==> src/rtl/issue_scoreboard_if.sv <==
// Decode-to-scoreboard interface: decoded control fields in, issue decision
// and write-back schedule out.
interface issue_scoreboard_if;
  logic        id_valid;
  logic [4:0]  id_rs1;
  logic [4:0]  id_rs2;
  logic [4:0]  id_rd;
  logic        id_writereg;
  logic        id_selimregb;
  logic        id_readmem;
  logic        id_writemem;
  logic        id_mul;

  logic        issue;
  logic        stall;
  logic        wb_valid;
  logic [4:0]  wb_rd;
  logic [1:0]  wb_unit;
  logic        busy;
  logic [15:0] stall_count;

  modport master (
    output id_valid, id_rs1, id_rs2, id_rd, id_writereg, id_selimregb,
           id_readmem, id_writemem, id_mul,
    input  issue, stall, wb_valid, wb_rd, wb_unit, busy, stall_count
  );

  modport slave (
    input  id_valid, id_rs1, id_rs2, id_rd, id_writereg, id_selimregb,
           id_readmem, id_writemem, id_mul,
    output issue, stall, wb_valid, wb_rd, wb_unit, busy, stall_count
  );
endinterface

==> src/rtl/issue_scoreboard.sv <==
// In-order issue scoreboard: stalls decode on RAW/WAW hazards and on
// write-back port collisions between fixed-latency units.
module issue_scoreboard #(
  parameter int unsigned ALU_LAT = 1,
  parameter int unsigned MEM_LAT = 3,
  parameter int unsigned MUL_LAT = 4
) (
  input  logic            clock,
  input  logic            reset,
  issue_scoreboard_if.slave sb
);

  localparam logic [1:0] UNIT_ALU = 2'b00;
  localparam logic [1:0] UNIT_MEM = 2'b01;
  localparam logic [1:0] UNIT_MUL = 2'b10;

  typedef struct packed {
    logic       valid;
    logic [4:0] rd;
    logic [1:0] unit;
  } slot_t;

  slot_t       slot_q     [8];
  slot_t       slot_d     [8];
  slot_t       slot_shift [8];
  logic [31:0] pending_q, pending_d;
  logic [15:0] stall_count_q, stall_count_d;

  logic [3:0]  lat;
  logic [1:0]  unit;
  logic        producer;
  logic [8:0]  slot_busy;
  logic [31:0] wb_mask;
  logic [31:0] pending_eff;
  logic        raw, waw, port;
  logic        issue, stall;

  always_comb begin
    lat  = 4'(ALU_LAT);
    unit = UNIT_ALU;
    if (sb.id_readmem) begin
      lat  = 4'(MEM_LAT);
      unit = UNIT_MEM;
    end else if (sb.id_mul) begin
      lat  = 4'(MUL_LAT);
      unit = UNIT_MUL;
    end
  end

  assign producer = sb.id_writereg & (sb.id_rd != 5'd0) & ~sb.id_writemem;

  genvar gi;
  generate
    for (gi = 0; gi < 8; gi++) begin : g_slot
      assign slot_busy[gi] = slot_q[gi].valid;
      if (gi < 7) begin : g_shift
        assign slot_shift[gi] = slot_q[gi+1];
      end else begin : g_tail
        assign slot_shift[gi] = '0;
      end
    end
  endgenerate
  // Slot 8 does not exist; a latency of 8 can never collide.
  assign slot_busy[8] = 1'b0;

  // The register being written back this cycle is already readable downstream.
  assign wb_mask     = slot_q[0].valid ? (32'd1 << slot_q[0].rd) : 32'd0;
  assign pending_eff = pending_q & ~wb_mask;

  assign raw   = pending_eff[sb.id_rs1] | (~sb.id_selimregb & pending_eff[sb.id_rs2]);
  assign waw   = producer & pending_eff[sb.id_rd];
  assign port  = producer & slot_busy[lat];
  assign issue = sb.id_valid & ~reset & ~(raw | waw | port);
  assign stall = sb.id_valid & ~issue;

  always_comb begin
    slot_d        = slot_shift;
    pending_d     = pending_q;
    stall_count_d = stall_count_q;
    if (slot_q[0].valid) pending_d[slot_q[0].rd] = 1'b0;
    // Set after clear so a same-edge reissue of the retiring register wins.
    if (issue & producer) begin
      slot_d[3'(lat - 4'd1)] = {1'b1, sb.id_rd, unit};
      pending_d[sb.id_rd]    = 1'b1;
    end
    pending_d[0] = 1'b0;
    if (stall && (stall_count_q != 16'hFFFF)) stall_count_d = stall_count_q + 16'd1;
  end

  always_ff @(posedge clock) begin
    if (reset) begin
      for (int k = 0; k < 8; k++) slot_q[k] <= '0;
      pending_q     <= '0;
      stall_count_q <= '0;
    end else begin
      slot_q        <= slot_d;
      pending_q     <= pending_d;
      stall_count_q <= stall_count_d;
    end
  end

  assign sb.issue       = issue;
  assign sb.stall       = stall;
  assign sb.wb_valid    = slot_q[0].valid;
  assign sb.wb_rd       = slot_q[0].rd;
  assign sb.wb_unit     = slot_q[0].unit;
  assign sb.busy        = |slot_busy[7:0];
  assign sb.stall_count = stall_count_q;

endmodule

==> src/flat_wrapper.sv <==
// flat-port wrapper written by rule: the top's interface ports become plain ports
module issue_scoreboard_flat 
#(
  parameter int unsigned ALU_LAT = 1,
  parameter int unsigned MEM_LAT = 3,
  parameter int unsigned MUL_LAT = 4
)
  (clock, reset, sb_id_valid, sb_id_rs1, sb_id_rs2, sb_id_rd, sb_id_writereg, sb_id_selimregb, sb_id_readmem, sb_id_writemem, sb_id_mul, sb_issue, sb_stall, sb_wb_valid, sb_wb_rd, sb_wb_unit, sb_busy, sb_stall_count);
  issue_scoreboard_if sb_i ();
  input  logic clock;
  input  logic reset;
  input wire logic [$bits(sb_i.id_valid)-1:0] sb_id_valid;
  input wire logic [$bits(sb_i.id_rs1)-1:0] sb_id_rs1;
  input wire logic [$bits(sb_i.id_rs2)-1:0] sb_id_rs2;
  input wire logic [$bits(sb_i.id_rd)-1:0] sb_id_rd;
  input wire logic [$bits(sb_i.id_writereg)-1:0] sb_id_writereg;
  input wire logic [$bits(sb_i.id_selimregb)-1:0] sb_id_selimregb;
  input wire logic [$bits(sb_i.id_readmem)-1:0] sb_id_readmem;
  input wire logic [$bits(sb_i.id_writemem)-1:0] sb_id_writemem;
  input wire logic [$bits(sb_i.id_mul)-1:0] sb_id_mul;
  output wire logic [$bits(sb_i.issue)-1:0] sb_issue;
  output wire logic [$bits(sb_i.stall)-1:0] sb_stall;
  output wire logic [$bits(sb_i.wb_valid)-1:0] sb_wb_valid;
  output wire logic [$bits(sb_i.wb_rd)-1:0] sb_wb_rd;
  output wire logic [$bits(sb_i.wb_unit)-1:0] sb_wb_unit;
  output wire logic [$bits(sb_i.busy)-1:0] sb_busy;
  output wire logic [$bits(sb_i.stall_count)-1:0] sb_stall_count;
  assign sb_i.id_valid = sb_id_valid;
  assign sb_i.id_rs1 = sb_id_rs1;
  assign sb_i.id_rs2 = sb_id_rs2;
  assign sb_i.id_rd = sb_id_rd;
  assign sb_i.id_writereg = sb_id_writereg;
  assign sb_i.id_selimregb = sb_id_selimregb;
  assign sb_i.id_readmem = sb_id_readmem;
  assign sb_i.id_writemem = sb_id_writemem;
  assign sb_i.id_mul = sb_id_mul;
  assign sb_issue = sb_i.issue;
  assign sb_stall = sb_i.stall;
  assign sb_wb_valid = sb_i.wb_valid;
  assign sb_wb_rd = sb_i.wb_rd;
  assign sb_wb_unit = sb_i.wb_unit;
  assign sb_busy = sb_i.busy;
  assign sb_stall_count = sb_i.stall_count;
  issue_scoreboard #(.ALU_LAT(ALU_LAT), .MEM_LAT(MEM_LAT), .MUL_LAT(MUL_LAT)) u_core (.clock(clock), .reset(reset), .sb(sb_i));
endmodule
==> config.mk <==
export PLATFORM = sky130hd
export DESIGN_NAME = issue_scoreboard_flat
export DESIGN_NICKNAME = d
export VERILOG_FILES = /design/src/rtl/issue_scoreboard_if.sv /design/src/rtl/issue_scoreboard.sv /design/src/flat_wrapper.sv
export SDC_FILE = /design/constraint.sdc
export NUM_CORES = 1
export LEC_CHECK = 0
export ABC_CLOCK_PERIOD_IN_PS = 3800
export CAP_MARGIN = 30
export CORE_MARGIN = 3
export CORE_UTILIZATION = 35
export DETAILED_ROUTE_END_ITERATION = 8
export PLACE_DENSITY = 0.61
export SLEW_MARGIN = 20
export SYNTH_ARGS = -nofsm -noshare
export SYNTH_HDL_FRONTEND = slang
export SYNTH_SLANG_ARGS = --single-unit
==> constraint.sdc <==
create_clock -name clock -period 3.8 [get_ports clock]
set_input_delay 0.95 -clock clock [delete_from_list [all_inputs] [get_ports clock]]
set_output_delay 0.95 -clock clock [all_outputs]
set_load 0.1 [all_outputs]
==> impl_results.md <==
* Status: finished with violations
* Violated checks: setup timing
* Final Slew Violations at 0
* Pre-Repair DR Iteration Count at 5
* Nets at 813
* Tmin final at 3980 ps
* PnR worst setup slack at -178 ps
* Routed vias/inst at 5.70
* Max cap viols at 0
* Setup TNS at -334 ps
* Grt ovf at 0
* Area of the multi-input gates at 3100 um2
* Iter 0 DRT Violations at 541
* Syn avg cell area at 8.83 um2
* Final instance area at 7730 um2
* Worst vdd ir at 0.312 mV
* Hold Crit Class: reg -> reg
* Setup crit end kind: output pin
* Pwr dens at 326 nW/um2
* Core Box Area at 14900 um2
* RSZ-0062 raised after global routing: yes
* WL per Instance at 19.9 um
* Row Count at 44
* Share of layout cells above drive strength 1 at 32.0%
* Ant. Diodes at 0
* Top post-synthesis cells by count: 111 x dfxtp_1, 42 x nand2_1, 38 x nor2b_1
* Worst skew pair latency at 360 ps
* Fillers at 1374
* Post-synthesis sequential area ratio at 40.8%
* Dpl hpwl at 15000 um
* Area Overhead vs Synth at 42.0%
* DRC viols at 0
* GPL Wtd Cong at 0.955
* Synth top area cells: dfxtp_1 41%, nor2b_1 4.4%, o211ai_1 3.2%
* Highest Clock Rate at 0.251 GHz
* Post-synth top area cell: dfxtp_1
* Largest net degree at the start of global routing at 80
* CP arrival at 3030 ps
* Max FO, Critical Path at 10
* Final Total Pwr at 2.52 mW
* Vias in the first global route at 5285
* Crit Path Class: in -> out
* Rel. slew slack at 34.6%
* Syn Inst Count at 617
* Final Cycle Share at 105%
* Leakage at 2.93 nW
* CTS Buf Count at 9
* Post-synth cell types at 80
* Global-route wire length before repair at 29700 um
* H-tree levels at 3
* Synth top area share at 40.8%
* All-Layer GR Usage at 22.9%
* # IOs at 50
* Top-count cell post-synth: dfxtp_1
* Synth Warn # at 0
* Clock Path Buffers at 2
* Clock sink total at 111
* Initial Util at 36.6%
* Post-synth top flop: dfxtp_1
* Port bufs at 49
* Synth Register Bits at 111
* Area of the die at 17100 um2
* Worst EP required at 2850 ps
* Post-synth EDFFs at 0
* Antenna-violating nets left at 0
* Routed wire length at 19500 um
* Seq. cell area at 2240 um2
* Syn Std Cell Area at 5450 um2
* Slew @ Worst Pin at 979 ps
* Die Span Y at 131 um
* Clock Skew at 9.69 ps
* Area after DPL at 6980 um2
* Die width at 131 um
* Final setup fails at 2
* Startpoint Class: input pin
* Fin. Hold Viols at 0
* Asr flop ratio synth at 0%
* TritonCTS clock tree: yes
* Antenna violations before repair at 0
* Via Count at 5573
* Clock Root Buffer: clkbuf_16
* Clock slew at reported path FFs at 80 ps
[cells in the final DEF, fill, tap and decap left out, drive strengths merged, types with 16 or more instances in the layout]
cell / count
o2111ai: 17
dfxtp: 111
clkdlybuf4s50: 25
o211ai: 23
nor2b: 38
nand3: 23
buf: 172
inv: 22
o21ai: 38
nand2: 43
a21oi: 28
nor2: 35
or3: 16
[cells by family after synthesis]
kind of cell | Yosys count | share of synthesized area (%)
simple gates | 228 | 24.1
compound gates | 176 | 23.2
flops | 111 | 40.8
buf+inv | 75 | 6.50
mux | 22 | 4.62
xor+xnor | 3 | 0.483
fa+ha+maj | 1 | 0.230
other cells | 1 | 0.0689
[cell type report]
class | instances | area share, %
multi-input cells | 438 | 40.0
flip-flops and latches | 111 | 28.9
repair buffers | 208 | 22.8
well taps | 184 | 2.98
clock buffers | 9 | 2.91
inverters | 21 | 1.18
clock inverters | 7 | 1.15
[worst paths after layout]
check                                            end  slack (ps)  cells past startpoint                from
worst max-delay path                        sb_stall        -180                     11         sb_id_rd[1]
worst min-delay path               u_core.slot_q[14]         440                      1    u_core.slot_q[6]
worst max register to register  u_core.pending_q[17]         280                     12  u_core.sb.wb_valid
worst min register to register     u_core.slot_q[14]         440                      1    u_core.slot_q[6]
[where the power goes]
part,internal [mW],switching [mW],total (mW)
combinational,0.148,0.195,0.343
sequential,1.18,0.0125,1.19
clock,0.479,0.506,0.985
[registers in the layout (all words and copies together), names as in the netlist]
signal	cells
u_core.slot_busy	7
u_core.sb.stall_count	16
u_core.sb.wb_valid	1
u_core.sb.wb_unit	2
u_core.sb.wb_rd	5
u_core.pending_q	31
u_core.slot_q	49
[critical path: stages]
cell,delay (ps)
clkbuf_4,150
buf_6,130
buf_4,120
buf_4,160
o2111ai_1,320
o2111ai_1,200
or4_4,550
nand2_4,110
o21ai_4,70
clkinvlp_4,90
buf_12,160
[what timing repair did]
action,4_1_cts,5_1_grt
hold buffers,0,0
gates resized for setup,66,38
pin swaps,17,18
setup buffers,19,8
endpoints found under the setup margin,9,2
[per-layer routing]
layer	wire length, um	vias up	track usage (%)
li1	-	2637	-
met1	8510	2685	31.0
met2	9080	211	36.2
met3	1340	40	4.84
met4	536	0	8.53
met5	0	-	0
[per-stage QoR]
| stage | util, % | cells | setup WS [ps] | hold slack [ps] |
|---|---|---|---|---|
| global route | 52.0 | 978 | -243 | 455 |
| floorplan | - | 624 | -122 | 414 |
| finish | 52.0 | 978 | -178 | 437 |
| global placement | 47.0 | 936 | -661 | 416 |
| CTS | 51.1 | 971 | -241 | 443 |
| detailed placement | 47.0 | 936 | -651 | 422 |
Power figures use the tool's default switching activity.
==> variant 1 (same flow settings) <==
Reset style: asynchronous (`reset`), changed in one clocked block.
--- a/src/rtl/issue_scoreboard.sv
+++ b/src/rtl/issue_scoreboard.sv
@@ -89,3 +89,3 @@
 
-  always_ff @(posedge clock) begin
+  always_ff @(posedge clock or posedge reset) begin
     if (reset) begin
Check against the original RTL: differs if reset is asserted again (counterexample within 4 cycles, from zero or initial values and one cycle with reset high); with reset held inactive, the same outputs for 4 cycles.
==> variant 1 against the original RTL <==
The flow still finishes with violations (setup timing). Design area shrank 3.3%. Die area shrank 3.3%. Via count shrank 18%. Wire length shrank 15%. Critical path depth is the same. Sequential cell count is the same. Register-to-register slack gained 0.05 ns. Area after synthesis shrank 3.5%. Critical endpoint unchanged. Fmax grew 0.25%. Worst setup slack gained 0.0098 ns. Sequential share of layout area grew 8.3 points. Cell count shrank 14%.
Power is not compared: it rests on default switching activity, and its combinational part moved more than twofold at a synthesized area within 25%.
==> variant 1: results (changes against the original RTL) <==
metric,value,unit,change
power,3.50,mW,
wl_per_cell,19.6,um,was 19.9 um
grt_first_pass_wirelength,26000,um,was 29700 um
detail_route.iter0.violations,332,,was 541
crit_arrival,3.02,ns,was 3.03 ns
ys.flop_type,dfrtp_1,,was dfxtp_1
clock_skew,0.0105,ns,was 0.00969 ns
n_antenna_cell,0,,unchanged
root_buffer,clkbuf_16,,unchanged
ys_types,63,,was 80
postLayoutCoreUtil,0.513,,was 0.520
first_pass_iters,4,,was 5
layout-drive-gt1-share,0.368,,was 0.320
port_buffers,49,,unchanged
setup_tns,-0.257,ns,was -0.334 ns
failed_checks,setup timing,,unchanged
dp_hpwl,12600,um,was 15000 um
pg_comb,1.12,mW,
cts_buffer_depth,2,,unchanged
grt_antenna_before_repair,0,,unchanged
fin_nets,679,,was 813
hold_class,reg2reg,,unchanged
cp_max_fo,5,,was 10
netSwitchingFraction,0.360,,
met2_usage,0.334,,was 0.362
synth_area_leaders,"dfrtp_1 53%, o21ai_0 6.5%, clkbuf_1 3.6%",,"was dfxtp_1 41%, nor2b_1 4.4%, o211ai_1 3.2%"
outcome,"finished, violations left",,unchanged
ys_async_sr_fraction,1.00,,was 0
dp_cells,810,,was 936
clkPwrFrac,0.268,,
grtUsageMet1,0.273,,was 0.310
grt_max_degree,76,,was 80
ys_warn_count,0,,unchanged
cts-htree-levels,3,,unchanged
largest-register,u_core.slot_q,,unchanged
layout_setup_ws,-0.168,ns,was -0.178 ns
synth_commonest_cells,"111 x dfrtp_1, 68 x o21ai_0, 50 x clkbuf_1",,"was 111 x dfxtp_1, 42 x nand2_1, 38 x nor2b_1"
tightest_slew,0.980,ns,was 0.979 ns
largest_reg_flops,49,,unchanged
grt_pass1_vias,4682,,was 5285
leakage,3.22,nW,
pre_cts_ws,-0.451,ns,was -0.651 ns
clk_pin_slew,0.08,ns,about the same
use_met3,0.0407,,was 0.0484
grt_overflow_total,0,,unchanged
cts_buffers,9,,unchanged
placed_area,6840,um^2,was 6980 um^2
setup_viol_count_final,2,,unchanged
viasPerCell,5.38,,was 5.70
netlist_instances,503,,was 617
place_congestion,0.959,,was 0.955
ys_seq_area_frac,0.528,,was 0.408
clkLatencyLatePin,0.35,ns,
grt.total_usage,0.204,,was 0.229
vias,4543,,was 5573
peakVddDrop,569,uV,
variant 1: worst paths after layout:
path	slack, ns	cells after the start	endpoint	startpoint
max	-0.17	11	sb_stall	u_core.sb.wb_rd[2]
min	0.35	0	u_core.slot_q[8]	u_core.slot_q[0]
max reg2reg	0.33	14	u_core.slot_q[37]	u_core.sb.wb_rd[2]
min reg2reg	0.35	0	u_core.slot_q[8]	u_core.slot_q[0]
max in group asynchronous	1.68	5	u_core.sb.wb_rd[2]	reset
min in group asynchronous	1.15	3	u_core.pending_q[3]	reset
variant 1: cell families after synthesis:
group | Yosys count | share of synthesized area
compound gates | 144 | 0.184
simple gates | 128 | 0.144
flops | 111 | 0.528
buf+inv | 76 | 0.0607
mux | 26 | 0.0533
xor+xnor | 16 | 0.0267
fa+ha+maj | 1 | 0.00238
other cells | 1 | 0.000713
variant 1: area by class of cell:
class | count | area, um^2
multi-input cells | 323 | 2420
inverters | 13 | 57.6
clock buffers | 10 | 239
well taps | 184 | 230
repair buffers | 197 | 1680
fillers | 1310 | 7110
flip-flops and latches | 111 | 2790
clock inverters | 6 | 62.6
variant 1: what timing repair did:
| item | in CTS | in global routing |
|---|---|---|
| resized for setup | 44 | 34 |
| setup buffers | 10 | 8 |
| pin swaps | 15 | 15 |
| cloned | 0 | 0 |
| setup endpoints to repair | 2 | 2 |
variant 1: critical path, stage by stage (launching register included):
cell      delay, ns
dfrtp_2        0.44
buf_6          0.13
or4b_4         0.58
o21ai_4        0.19
buf_6          0.13
o2111a_1       0.18
a311oi_2       0.05
a31oi_1        0.25
o221a_4        0.29
o21ai_4        0.09
and2_4         0.17
buf_12         0.16
variant 1: per-layer routing:
metal,vias to the layer above,wire length (um)
met1,2251,7490
met3,25,849
li1,2131,-
met4,0,409
met5,-,0
met2,136,7810
==> variant 2 (config.mk and constraints unchanged) <==
Without the edit above. `pending_q` no longer has a reset.
--- a/src/rtl/issue_scoreboard.sv
+++ b/src/rtl/issue_scoreboard.sv
@@ -92,3 +92,2 @@
       for (int k = 0; k < 8; k++) slot_q[k] <= '0;
-      pending_q     <= '0;
       stall_count_q <= '0;
@@ -96,5 +95,8 @@
       slot_q        <= slot_d;
-      pending_q     <= pending_d;
       stall_count_q <= stall_count_d;
     end
+  end
+
+  always_ff @(posedge clock) begin
+    pending_q <= pending_d;
   end
Check against the original RTL: differs if reset is asserted again (counterexample within 4 cycles, from zero or initial values and one cycle with reset high); with reset held inactive, the same outputs for 4 cycles.
==> variant 2 against the original RTL <==
The flow still finishes with violations (setup timing). Sequential power hardly changed. Fmax rose by 1.6%. Design area fell by 9.7%. Via count decreased by 18%. Combinational power down 19%. Area after synthesis fell by 6.8%. Wire length down 24%. Sequential cell count unchanged. Sequential share of layout area grew 3.1 points. Worst setup slack gained 0.064 ns. First-iteration DRC count down 41%. Die area decreased by 6.5%. Power is 4.7% lower. Largest cell class unchanged. Highest routed layer unchanged.
==> variant 2: results (changes against the original RTL) <==
metric,value,unit,change
failed_checks,setup timing,,unchanged
cp_max_fo,4,,was 10
peakVddDrop,346,uV,was 312 uV
grt_first_pass_wirelength,23800,um,was 29700 um
grt.total_usage,0.187,,was 0.229
vias,4588,,was 5573
largest_reg_flops,49,,unchanged
r2r_start,u_core.sb.wb_rd[3],,was u_core.sb.wb_valid
synth_compound_area_frac,0.168,,was 0.232
clock_skew,0.0123,ns,was 0.00969 ns
grt_max_degree,77,,was 80
layout-drive-gt1-share,0.281,,was 0.320
setup_viol_count_final,2,,unchanged
cp-start-kind,flip-flop,,was input port
synth_adder_area_share,0.00246,,was 0.00230
fin_nets,713,,was 813
layout_setup_ws,-0.114,ns,was -0.178 ns
slowest_delay,0.62,ns,was 0.55 ns
root_buffer,clkbuf_16,,unchanged
synth_commonest_cells,"111 x dfxtp_1, 56 x o21ai_0, 54 x nor2_1",,"was 111 x dfxtp_1, 42 x nand2_1, 38 x nor2b_1"
largest-register,u_core.slot_q,,unchanged
detail_route.iter0.violations,319,,was 541
crit_arrival,2.96,ns,was 3.03 ns
place_congestion,0.946,,was 0.955
grt_pass1_vias,4493,,was 5285
synth_area_leaders,"dfxtp_1 44%, o21ai_0 5.5%, nor2b_1 5.2%",,"was dfxtp_1 41%, nor2b_1 4.4%, o211ai_1 3.2%"
fillCellCount,1309,,was 1374
outcome,"finished, violations left",,unchanged
ys_warn_count,0,,unchanged
synthMuxAreaShare,0.0919,,was 0.0462
ys_types,61,,was 80
leakage,2.67,nW,was 2.93 nW
synth_xor_area_frac,0.0103,,was 0.00482
drt_wl_total,14900,um,was 19500 um
crit_slowest_cell,or4b_4,,was or4_4
ys_seq_area_frac,0.438,,was 0.408
hp-start,u_core.slot_q[4],,was u_core.slot_q[6]
first_pass_iters,5,,unchanged
crit_path_start,u_core.sb.wb_rd[0],,was sb_id_rd[1]
dp_hpwl,11200,um,was 15000 um
maxSlewHeadroom,0.345,,was 0.346
cts_buffer_depth,2,,unchanged
crit_family,simple AND/OR/NAND/NOR gates,,was buffers and inverters
==> variant 2: layer usage <==
layer / vias up / GRT usage / part of all wire
li1: 2271 / - / -
met1: 2179 / 0.236 / 0.43
met2: 115 / 0.322 / 0.50
met3: 23 / 0.0307 / 0.044
met4: 0 / 0.0726 / 0.026
met5: - / 0 / 0
==> variant 2: what timing repair did <==
| item | in CTS | in global routing |
|---|---|---|
| cloned | 1 | 0 |
| pin swaps | 13 | 14 |
| buffers inserted | 4 | 5 |
| endpoints found under the setup margin | 3 | 2 |
| gates resized for setup | 65 | 23 |
==> variant 2: path summary, 6_finish.rpt <==
check	slack [ns]	end	cells after the start
worst max-delay path	-0.11	sb_stall	10
worst max register to register	0.45	u_core.sb.stall_count[15]	15
worst min-delay path	0.44	u_core.slot_q[12]	1
worst min register to register	0.44	u_core.slot_q[12]	1
==> variant 2: cell type report <==
class | count | area (um^2) | share of cell area
clock inverter | 7 | 80.1 | 0.0115
multi-input combinational | 400 | 2850 | 0.408
tap | 180 | 225 | 0.0323
inverter | 10 | 37.5 | 0.00538
sequential | 111 | 2240 | 0.320
timing repair buffer | 157 | 1330 | 0.190
clock buffer | 9 | 225 | 0.0323
==> variant 2: report_power, final <==
part	switching (mW)	leakage [nW]	total [mW]	internal (mW)
registers	0.00807	0.907	1.19	1.18
logic	0.158	1.62	0.278	0.120
clock network	0.465	0.146	0.937	0.472
total	0.631	2.67	2.40	1.77
==> variant 2: through the flow <==
stage	total power [mW]	setup slack [ns]	instance area [um^2]	setup TNS (ns)	cells
after global placement	1.48	-0.539	6420	-10.26	849
after global routing	2.50	-0.218	6980	-0.399	874
final	2.40	-0.114	6980	-0.196	874
after detailed placement	1.48	-0.675	6420	-13.99	849
after CTS	2.44	-0.144	6890	-0.218	870
after floorplan	1.37	-0.262	5150	-0.262	563
